### config.mk
export PLATFORM = sky130hd
export DESIGN_NAME = multi_queue_output_arbiter_flat
export DESIGN_NICKNAME = d
export VERILOG_FILES = /design/src/rtl/multi_queue_output_arbiter_if.sv /design/src/rtl/multi_queue_output_arbiter.sv /design/src/flat_wrapper.sv
export SDC_FILE = /design/constraint.sdc
export NUM_CORES = 1
export LEC_CHECK = 0
export ABC_AREA = 1
export BUFFER_PORTS_ARGS = -buffer_cell sky130_fd_sc_hd__buf_4
export CORE_MARGIN = 3
export CORE_UTILIZATION = 45
export DETAILED_ROUTE_END_ITERATION = 7
export GPL_TIMING_DRIVEN = 0
export PLACE_DENSITY = 0.88
export SLEW_MARGIN = 15
export SYNTH_ARGS = -nofsm -noshare
export SYNTH_HDL_FRONTEND = slang
export SYNTH_SLANG_ARGS = --single-unit
### constraint.sdc
create_clock -name clk -period 3 [get_ports clk]
set_input_delay 0.6 -clock clk [delete_from_list [all_inputs] [get_ports clk]]
set_output_delay 0.6 -clock clk [all_outputs]
set_load 0.01 [all_outputs]
### src/rtl/multi_queue_output_arbiter_if.sv
// Handshake bundle between the per-queue reader streams, the arbiter and the shared output link.
// The master modport is the arbiter side; the slave modport is the surrounding environment.
interface multi_queue_output_arbiter_if #(
  parameter int unsigned QUEUE_COUNT = 4,
  parameter int unsigned DATA_WIDTH  = 32,
  parameter int unsigned QID_WIDTH   = (QUEUE_COUNT > 1) ? $clog2(QUEUE_COUNT) : 1
);
  logic [QUEUE_COUNT-1:0]                 in_valid;
  logic [QUEUE_COUNT-1:0]                 in_ready;
  logic [QUEUE_COUNT-1:0][DATA_WIDTH-1:0] in_data;
  logic [QUEUE_COUNT-1:0]                 in_last;
  logic                                   out_valid;
  logic                                   out_ready;
  logic [DATA_WIDTH-1:0]                  out_data;
  logic                                   out_last;
  logic [QID_WIDTH-1:0]                   out_queue;

  modport master (
    input  in_valid, in_data, in_last, out_ready,
    output in_ready, out_valid, out_data, out_last, out_queue
  );

  modport slave (
    output in_valid, in_data, in_last, out_ready,
    input  in_ready, out_valid, out_data, out_last, out_queue
  );
endinterface

### src/rtl/multi_queue_output_arbiter.sv
// Packet-atomic round-robin merge of QUEUE_COUNT reader streams onto one registered output link.
// A queue that wins keeps the link until its last beat transfers; no dead cycle at grant switches.
module multi_queue_output_arbiter #(
  parameter int unsigned QUEUE_COUNT = 4,
  parameter int unsigned DATA_WIDTH  = 32
) (
  input  logic                        clk,
  input  logic                        rst_n,
  multi_queue_output_arbiter_if.master bus
);
  localparam int unsigned QID_WIDTH = (QUEUE_COUNT > 1) ? $clog2(QUEUE_COUNT) : 1;

  typedef enum logic {
    IDLE   = 1'b0,
    LOCKED = 1'b1
  } state_e;

  state_e                                state_q, state_d;
  logic [QID_WIDTH-1:0]                  grant_q, grant_d;
  logic [QID_WIDTH-1:0]                  rr_ptr_q, rr_ptr_d;
  logic [QUEUE_COUNT-1:0][QID_WIDTH-1:0] scan_idx;
  logic [QID_WIDTH-1:0]                  scan_sel;
  logic                                  scan_found;
  logic [QID_WIDTH-1:0]                  sel;
  logic                                  sel_valid;
  logic                                  slot_free;
  logic                                  in_xfer;
  logic                                  sel_last;
  logic [QUEUE_COUNT-1:0]                in_ready_c;

  logic                                  out_valid_q;
  logic                                  out_last_q;
  logic [DATA_WIDTH-1:0]                 out_data_q;
  logic [QID_WIDTH-1:0]                  out_queue_q;

  function automatic logic [QID_WIDTH-1:0] wrap_inc(input logic [QID_WIDTH-1:0] q);
    return QID_WIDTH'((32'(q) + 32'd1) % QUEUE_COUNT);
  endfunction

  // Candidate queue order for the cyclic search, starting at the round-robin pointer
  for (genvar k = 0; k < QUEUE_COUNT; k++) begin : g_scan_idx
    assign scan_idx[k] = QID_WIDTH'((32'(rr_ptr_q) + 32'(k)) % QUEUE_COUNT);
  end

  always_comb begin
    scan_found = 1'b0;
    scan_sel   = rr_ptr_q;
    for (int unsigned k = 0; k < QUEUE_COUNT; k++) begin
      if (!scan_found && bus.in_valid[scan_idx[k]]) begin
        scan_found = 1'b1;
        scan_sel   = scan_idx[k];
      end
    end
  end

  assign slot_free = !out_valid_q || bus.out_ready;

  // Next-state, selection and per-queue ready; ready is onehot0 by construction
  always_comb begin
    state_d    = state_q;
    grant_d    = grant_q;
    rr_ptr_d   = rr_ptr_q;
    sel        = scan_sel;
    sel_valid  = scan_found;
    in_ready_c = '0;

    if (state_q == LOCKED) begin
      sel       = grant_q;
      sel_valid = 1'b1;
    end

    if (rst_n && slot_free && sel_valid) begin
      in_ready_c[sel] = 1'b1;
    end

    in_xfer  = bus.in_valid[sel] && in_ready_c[sel];
    sel_last = bus.in_last[sel];

    case (state_q)
      IDLE: begin
        if (in_xfer) begin
          if (sel_last) begin
            rr_ptr_d = wrap_inc(sel);
          end else begin
            grant_d = sel;
            state_d = LOCKED;
          end
        end
      end
      LOCKED: begin
        if (in_xfer && sel_last) begin
          state_d  = IDLE;
          rr_ptr_d = wrap_inc(grant_q);
        end
      end
      default: state_d = IDLE;
    endcase
  end

  always_ff @(posedge clk) begin
    if (!rst_n) begin
      state_q  <= IDLE;
      grant_q  <= '0;
      rr_ptr_q <= '0;
    end else begin
      state_q  <= state_d;
      grant_q  <= grant_d;
      rr_ptr_q <= rr_ptr_d;
    end
  end

  // Output pipeline register: loads on an input transfer, empties on a bare output transfer
  always_ff @(posedge clk) begin
    if (!rst_n) begin
      out_valid_q <= 1'b0;
      out_last_q  <= 1'b0;
      out_data_q  <= '0;
      out_queue_q <= '0;
    end else if (in_xfer) begin
      out_valid_q <= 1'b1;
      out_last_q  <= sel_last;
      out_data_q  <= bus.in_data[sel];
      out_queue_q <= sel;
    end else if (bus.out_ready) begin
      out_valid_q <= 1'b0;
    end
  end

  assign bus.in_ready  = in_ready_c;
  assign bus.out_valid = out_valid_q;
  assign bus.out_last  = out_last_q;
  assign bus.out_data  = out_data_q;
  assign bus.out_queue = out_queue_q;
endmodule

### src/flat_wrapper.sv
// flat-port wrapper written by rule: the top's interface ports become plain ports
module multi_queue_output_arbiter_flat 
#(
  parameter int unsigned QUEUE_COUNT = 4,
  parameter int unsigned DATA_WIDTH  = 32
)
  (clk, rst_n, bus_in_valid, bus_in_data, bus_in_last, bus_out_ready, bus_in_ready, bus_out_valid, bus_out_data, bus_out_last, bus_out_queue);
  multi_queue_output_arbiter_if #(.QUEUE_COUNT(QUEUE_COUNT), .DATA_WIDTH(DATA_WIDTH), .QID_WIDTH((2))) bus_i ();
  input  logic clk;
  input  logic rst_n;
  input wire logic [$bits(bus_i.in_valid)-1:0] bus_in_valid;
  input wire logic [$bits(bus_i.in_data)-1:0] bus_in_data;
  input wire logic [$bits(bus_i.in_last)-1:0] bus_in_last;
  input wire logic [$bits(bus_i.out_ready)-1:0] bus_out_ready;
  output wire logic [$bits(bus_i.in_ready)-1:0] bus_in_ready;
  output wire logic [$bits(bus_i.out_valid)-1:0] bus_out_valid;
  output wire logic [$bits(bus_i.out_data)-1:0] bus_out_data;
  output wire logic [$bits(bus_i.out_last)-1:0] bus_out_last;
  output wire logic [$bits(bus_i.out_queue)-1:0] bus_out_queue;
  assign bus_i.in_valid = bus_in_valid;
  assign bus_i.in_data = bus_in_data;
  assign bus_i.in_last = bus_in_last;
  assign bus_i.out_ready = bus_out_ready;
  assign bus_in_ready = bus_i.in_ready;
  assign bus_out_valid = bus_i.out_valid;
  assign bus_out_data = bus_i.out_data;
  assign bus_out_last = bus_i.out_last;
  assign bus_out_queue = bus_i.out_queue;
  multi_queue_output_arbiter #(.QUEUE_COUNT(QUEUE_COUNT), .DATA_WIDTH(DATA_WIDTH)) u_core (.clk(clk), .rst_n(rst_n), .bus(bus_i));
endmodule
Yosys cells after proc, flatten, opt, wreduce, memory -nomap -nowiden
Cells that the tools add are included.

$add $sub $neg: 5. $lt $le $gt $ge: 6. Equality and inequality tests: 3. Multiplexer cells: 38. Bitwise operators: 2. Reduce and logical (&&, ||, !) cells: 16.

Operator list (count): binary-select mux 32 bit (select 2 bit) (1); 2-to-1 mux 32 bit (1); 2-to-1 mux 1 bit (18); < comparator 2 x 3 -> 1 bit, second input constant (5); binary-select mux 1 bit (select 2 bit) (7); 2-to-1 mux 2 bit (7); logical AND 1 bit (8); adder 2 x 1 -> 2 bit, second input constant (3); AND reduction 3 bit (2); adder 2 bit, second input constant (2); zero test 1 bit (4); 2-to-1 mux 4 bit (1); inequality test 2 x 1 -> 1 bit, second input constant (2); case mux 2 bit (2 select lines) (1); demux 1 bit (select 2 bit) (1); greater-or-equal comparator 2 x 1 -> 1 bit, second input constant (1); inequality test 2 bit, second input constant (1); inverter 1 bit (2); case mux 1 bit (2 select lines) (1); nonzero test 2 bit (1); logical OR 1 bit (1).

Register bits after elaboration: 41. Bits of input ports: 139. Output and inout bits: 40. Logic and storage cells: 77.

Longest topological paths before layout
Depth after elaboration: 24. Gate-level depth with buffers: 28. Mapped depth without buffers: 24.

Least setup slack after synthesis
Ideal clock, no wire load.

Path type: input to register. Start: in bus_in_valid[2]. End: reg u_core.out_data_q[10], in the netlist u_core.bus.out_data[10]. Setup time: 0.117 ns. Arrival time: 2.766 ns. Data required time: 2.883 ns. Setup slack: 0.117 ns. Cell stages on the path: 25. Cells stage by stage: nand2_1 > nand2_1 > nand2_2 > nand2_4 > nand2_1 > nand2_1 > nand2_1 > nand2_1 > nand2_2 > nand2_4 > nand2_8 > inv_2 > buf_6 > buf_2 > ha_1 > inv_1 > nor2_1 > nand2_1 > nand2_1 > nand3_2 > nand2_4 > inv_4 > buf_2 > nor2_1 > nor2_1.

Longest elaborated chain between the ends: 21.

RTL lines: start: declaration (RTL line flat_wrapper.sv:11) `input wire logic [$bits(bus_i.in_valid)-1:0] bus_in_valid;`; binary-select mux 1 bit (select 2 bit) (RTL line multi_queue_output_arbiter.sv:49) `if (!scan_found && bus.in_valid[scan_idx[k]]) begin`; 2-to-1 mux 1 bit (implied by the code) (RTL line multi_queue_output_arbiter.sv:49); 2-to-1 mux 1 bit (RTL line multi_queue_output_arbiter.sv:49); zero test 1 bit (RTL line multi_queue_output_arbiter.sv:49); logical AND 1 bit (RTL line multi_queue_output_arbiter.sv:49); 2-to-1 mux 1 bit (RTL line multi_queue_output_arbiter.sv:49); zero test 1 bit (RTL line multi_queue_output_arbiter.sv:49); logical AND 1 bit (RTL line multi_queue_output_arbiter.sv:49); [5 not listed]; net u_core.sel[0] (RTL line multi_queue_output_arbiter.sv:24) `logic [QID_WIDTH-1:0] sel;`; [1 not listed]; logical AND 1 bit (implied by the code) (RTL line multi_queue_output_arbiter.sv:73) `in_ready_c[sel] = 1'b1;`; 2-to-1 mux 1 bit (implied by the code) (RTL line multi_queue_output_arbiter.sv:73); demux 1 bit (select 2 bit) (*); 2-to-1 mux 4 bit (*) (RTL line multi_queue_output_arbiter.sv:72) `if (rst_n && slot_free && sel_valid) begin`; net bus_in_ready[1] (RTL line flat_wrapper.sv:15) `output wire logic [$bits(bus_i.in_ready)-1:0] bus_in_ready;`; binary-select mux 1 bit (select 2 bit) (*) (RTL line multi_queue_output_arbiter.sv:76) `in_xfer = bus.in_valid[sel] && in_ready_c[sel];`; 2-to-1 mux 1 bit (implied by the code) (*) (RTL line multi_queue_output_arbiter.sv:76); logical AND 1 bit (*) (RTL line multi_queue_output_arbiter.sv:76); end signal: assignment (RTL line multi_queue_output_arbiter.sv:122) `out_data_q <= bus.in_data[sel];`; end: declaration (RTL line multi_queue_output_arbiter.sv:33) `logic [DATA_WIDTH-1:0] out_data_q;`.

Mark *: on every way through the listed nets, which the timed path passes. The rest lies on a longest branch. The select of a mux whose other input is x is not followed. A chain may end at the register's enable or synchronous reset.

Final worst setup path
Start: reg u_core.rr_ptr_q[0]. End: out bus_in_ready[2].

Longest elaborated chain between the ends: 18.

RTL lines: start: declaration (RTL line multi_queue_output_arbiter.sv:20) `logic [QID_WIDTH-1:0] rr_ptr_q, rr_ptr_d;`; start signal: assignment (RTL line multi_queue_output_arbiter.sv:108) `rr_ptr_q <= rr_ptr_d;`; branches (longest 17 deep; another with adder 2 x 1 -> 2 bit); 2-to-1 mux 4 bit (*) (RTL line multi_queue_output_arbiter.sv:72); end: declaration (RTL line flat_wrapper.sv:15).

Mark *: on every way between the ends. The select of a mux whose other input is x is not followed.

==> flow_metrics.py <==
metrics = {
    "detailed_routing": {
        "wire_per_inst_um": 16.4,
        "drt-total-wl_um": 13200,
        "routed_via_density": 5.46,
        "first_iter_violations": 316,
        "firstDrtPassIters": 6,
        "vias": 4420,
        "ant_nets": 0,
        "drc": 0,
    },
    "cts": {
        "root_buffer": "clkbuf_8",
        "cts_sinks": 41,
        "clkTransAtPathRegs_ns": 0.08,
        "htree_levels": 2,
        "tritoncts": "done",
        "clock_latency_ns": 0.30,
        "cts_hold_buf": 0,
        "clk_path_buf_depth": 2,
        "numCtsBuffers": 5,
    },
    "floorplan": {
        "coreArea_mm2": 0.00649,
        "start_util_pct": 47.7,
        "ioPinCount": 179,
        "die-height_um": 88.9,
        "die-area_mm2": 0.00791,
        "placementRows": 29,
        "die_w_um": 88.9,
    },
    "power": {
        "p_leak_nw": 2.56,
        "irDropWorstVdd_v": 0.00108,
        "p_clk_share_pct": 4.5,
        "power.switching_w": 0.00441,
        "power_w": 0.00836,
        "pwr-share-seq_pct": 10.8,
        "power_frac_comb_pct": 84.8,
        "p_int_w": 0.00396,
        "p_per_area_mw_per_mm2": 1670,
        "sw_frac_of_total_pct": 52.7,
    },
    "grt": {
        "grt_pass1_wl_um": 18900,
        "grt_pass1_vias": 4086,
        "grt_usage_pct": 30.7,
        "overflow": 0,
        "grt_max_degree": 21,
        "antenna_found_initial": 0,
    },
    "critical_path": {
        "critPathSlowestCell": "dfxtp_4",
        "worst-path-buf-inv": 6,
        "path_max_fanout": 10,
        "path_cells": "inv_4, buf_4, nand2_2, nand3_1, nand2_2, nand4_1, nand3_1, nand3_2, nand2_4, inv_4, buf_12, ha_1, inv_1, nor2_2, buf_4",
        "cp-start-kind": "flop",
        "path_delay_family": "simple AND/OR/NAND/NOR gates",
        "cp.required_ns": 2.40,
        "crit_path_max_incr_delay_ns": 0.37,
        "worstSetupPathType": "reg2out",
        "end_kind": "primary output",
        "worstPathArrival_ns": 2.39,
    },
    "yosys": {
        "ys.warnings.count": 0,
        "synth-seq-area-share_pct": 26.5,
        "ys_ff_latch": 41,
        "yosys.area_share.simple_pct": 37.1,
        "synth_top_family_by_area": "simple AND/OR/NAND/NOR gates",
        "synth.mux.area_fraction_pct": 0,
        "synth_xor_area_share_pct": 0,
        "synth_compound_area_share_pct": 22.6,
        "syn_area_mm2": 0.00310,
        "ys_types": 25,
        "synth_fa_ha_area_share_pct": 1.62,
        "synth_nets": 666,
        "syn_inst": 523,
        "syn_area_per_cell_um2": 5.92,
    },
    "sta": {
        "slew_headroom_pct": 64.7,
        "drv_slew": 0,
        "skew_ns": 0.00389,
        "fin_crit_sh_pct": 99.8,
        "hold_viol": 0,
        "worst_pin_slew_ns": 0.529,
        "post-route-min-period_ns": 2.99,
        "setup_violations": 0,
        "rsz0062_at_grt": "true",
        "fmax_mhz": 334,
    },
    "place": {
        "placed_cell_area_mm2": 0.00453,
        "portBuffers": 178,
        "gp_congestion": 0.960,
        "hpwl_um": 9470,
    },
    "layout": {
        "post_route_cells_drive_above_1_share_pct": 39.1,
        "final_nets": 875,
        "stdcell_area_mm2": 0.00500,
        "n_antenna_cell": 0,
        "areaGrowthSynthToFinish_pct": 61.6,
    },
    "status": {
        "outcome": "complete, no violations",
    },
    "flow_run": {
        "maxCapViolations": 0,
    },
    "hold_path": {
        "min_path_type": "reg2reg",
    },
}
layout make-up:
type,instances,area [um^2]
repair buffers,205,1610
well taps,77,96.3
multi-input cells,407,1960
clock buffers,7,86.3
fillers,456,1490
plain buffers,32,262
flip-flops and latches,41,825
inverters,40,170
power by group through the flow:
| stage | Sequential [W] | Clock [W] | Combinational (W) |
|---|---|---|---|
| global route | 0.000916 | 0.000394 | 0.00768 |
| detailed placement | 0.000889 | 0 | 0.00573 |
| finish | 0.000900 | 0.000373 | 0.00709 |
| floorplan | 0.000953 | 0 | 0.00400 |
| CTS | 0.000884 | 0.000365 | 0.00617 |
| global placement | 0.000884 | 0 | 0.00555 |
synthesized netlist by cell type, drive strengths merged:
cell type | number | area share [%]
or2 | 9 | 1.8
nor2 | 114 | 14
dfxtp | 41 | 27
o21ai | 104 | 17
nand4 | 2 | 0.40
o211ai | 1 | 0.24
nor3 | 1 | 0.32
a21oi | 23 | 3.7
nand2 | 118 | 16
o22ai | 9 | 1.8
nand3 | 22 | 4.2
ha | 4 | 1.6
clkbuf | 8 | 0.97
inv | 40 | 4.9
buf | 27 | 6.3
state kept, by name, summed over array words and instances (netlist names), named ones only:
register and flops:
u_core.bus.out_data 32, u_core.bus.out_queue 2, u_core.grant_q 2, u_core.rr_ptr_q 2, u_core.bus.out_last 1, u_core.bus.out_valid 1
worst register-to-register path, delay by kind of cell, from the launching register on:
kind	cells	cell delay, ns
adders and majority gates	1	0.13
DFF	1	0.37
and+or+nand+nor	15	1.57
buffers and inverters	7	0.69
what timing repair did:
action,in CTS,in global routing
resized for setup,19,25
setup buffers,0,23
setup endpoints to repair,45,45
gates cloned,2,2
pin swaps,0,10
path summary, 6_finish.rpt:
path,startpoint,to,slack [ns],cells after the start
worst max register to register,u_core.rr_ptr_q[0]$_SDFFE_PN0P_,u_core.bus.out_data[8]$_SDFFE_PN0P_,0.12,23
worst max-delay path,u_core.rr_ptr_q[0]$_SDFFE_PN0P_,bus_in_ready[2],0.007,15
worst min register to register,u_core.bus.out_data[26]$_SDFFE_PN0P_,u_core.bus.out_data[26]$_SDFFE_PN0P_,0.47,2
worst min-delay path,u_core.bus.out_data[26]$_SDFFE_PN0P_,u_core.bus.out_data[26]$_SDFFE_PN0P_,0.47,2
metal layers:
layer / vias up / wire (um) / track usage [%]
li1: 2099 / - / -
met1: 1990 / 4910 / 35.7
met2: 270 / 6600 / 53.4
met3: 61 / 1040 / 5.90
met4: 0 / 682 / 15.6
met5: - / 0 / 0
cell families (layout without fill, tap and decap cells):
kind of cell | Yosys count | in the layout
and+or+nand+nor | 266 | 266
AOI/OAI and AO/OA | 137 | 137
buffers and inverters | 75 | 284
DFF | 41 | 41
adders and majority gates | 4 | 4
through the flow:
step | instances | worst slack (ns) | setup TNS [ns] | hold slack (ns) | util (%)
finish | 809 | 0.00719 | 0 | 0.469 | 77.0
global route | 809 | -0.0692 | -0.848 | 0.493 | 77.0
CTS | 784 | -0.00112 | -0.00112 | 0.470 | 72.7
detailed placement | 778 | -0.451 | -16.88 | 0.458 | 69.7
global placement | 778 | -0.338 | -12.83 | 0.452 | 69.7
floorplan | 523 | 0.117 | 0 | 0.447 | -
placed cells by master, fill, tap and decap left out, drive strengths merged, types with 4 or more instances in the layout:
cell type  count
buf          227
nand2        118
nor2         114
o21ai        104
dfxtp         41
inv           40
a21oi         23
nand3         22
clkbuf        15
or2            9
o22ai          9
ha             4
No activity file was read; power rests on OpenSTA's default activity.
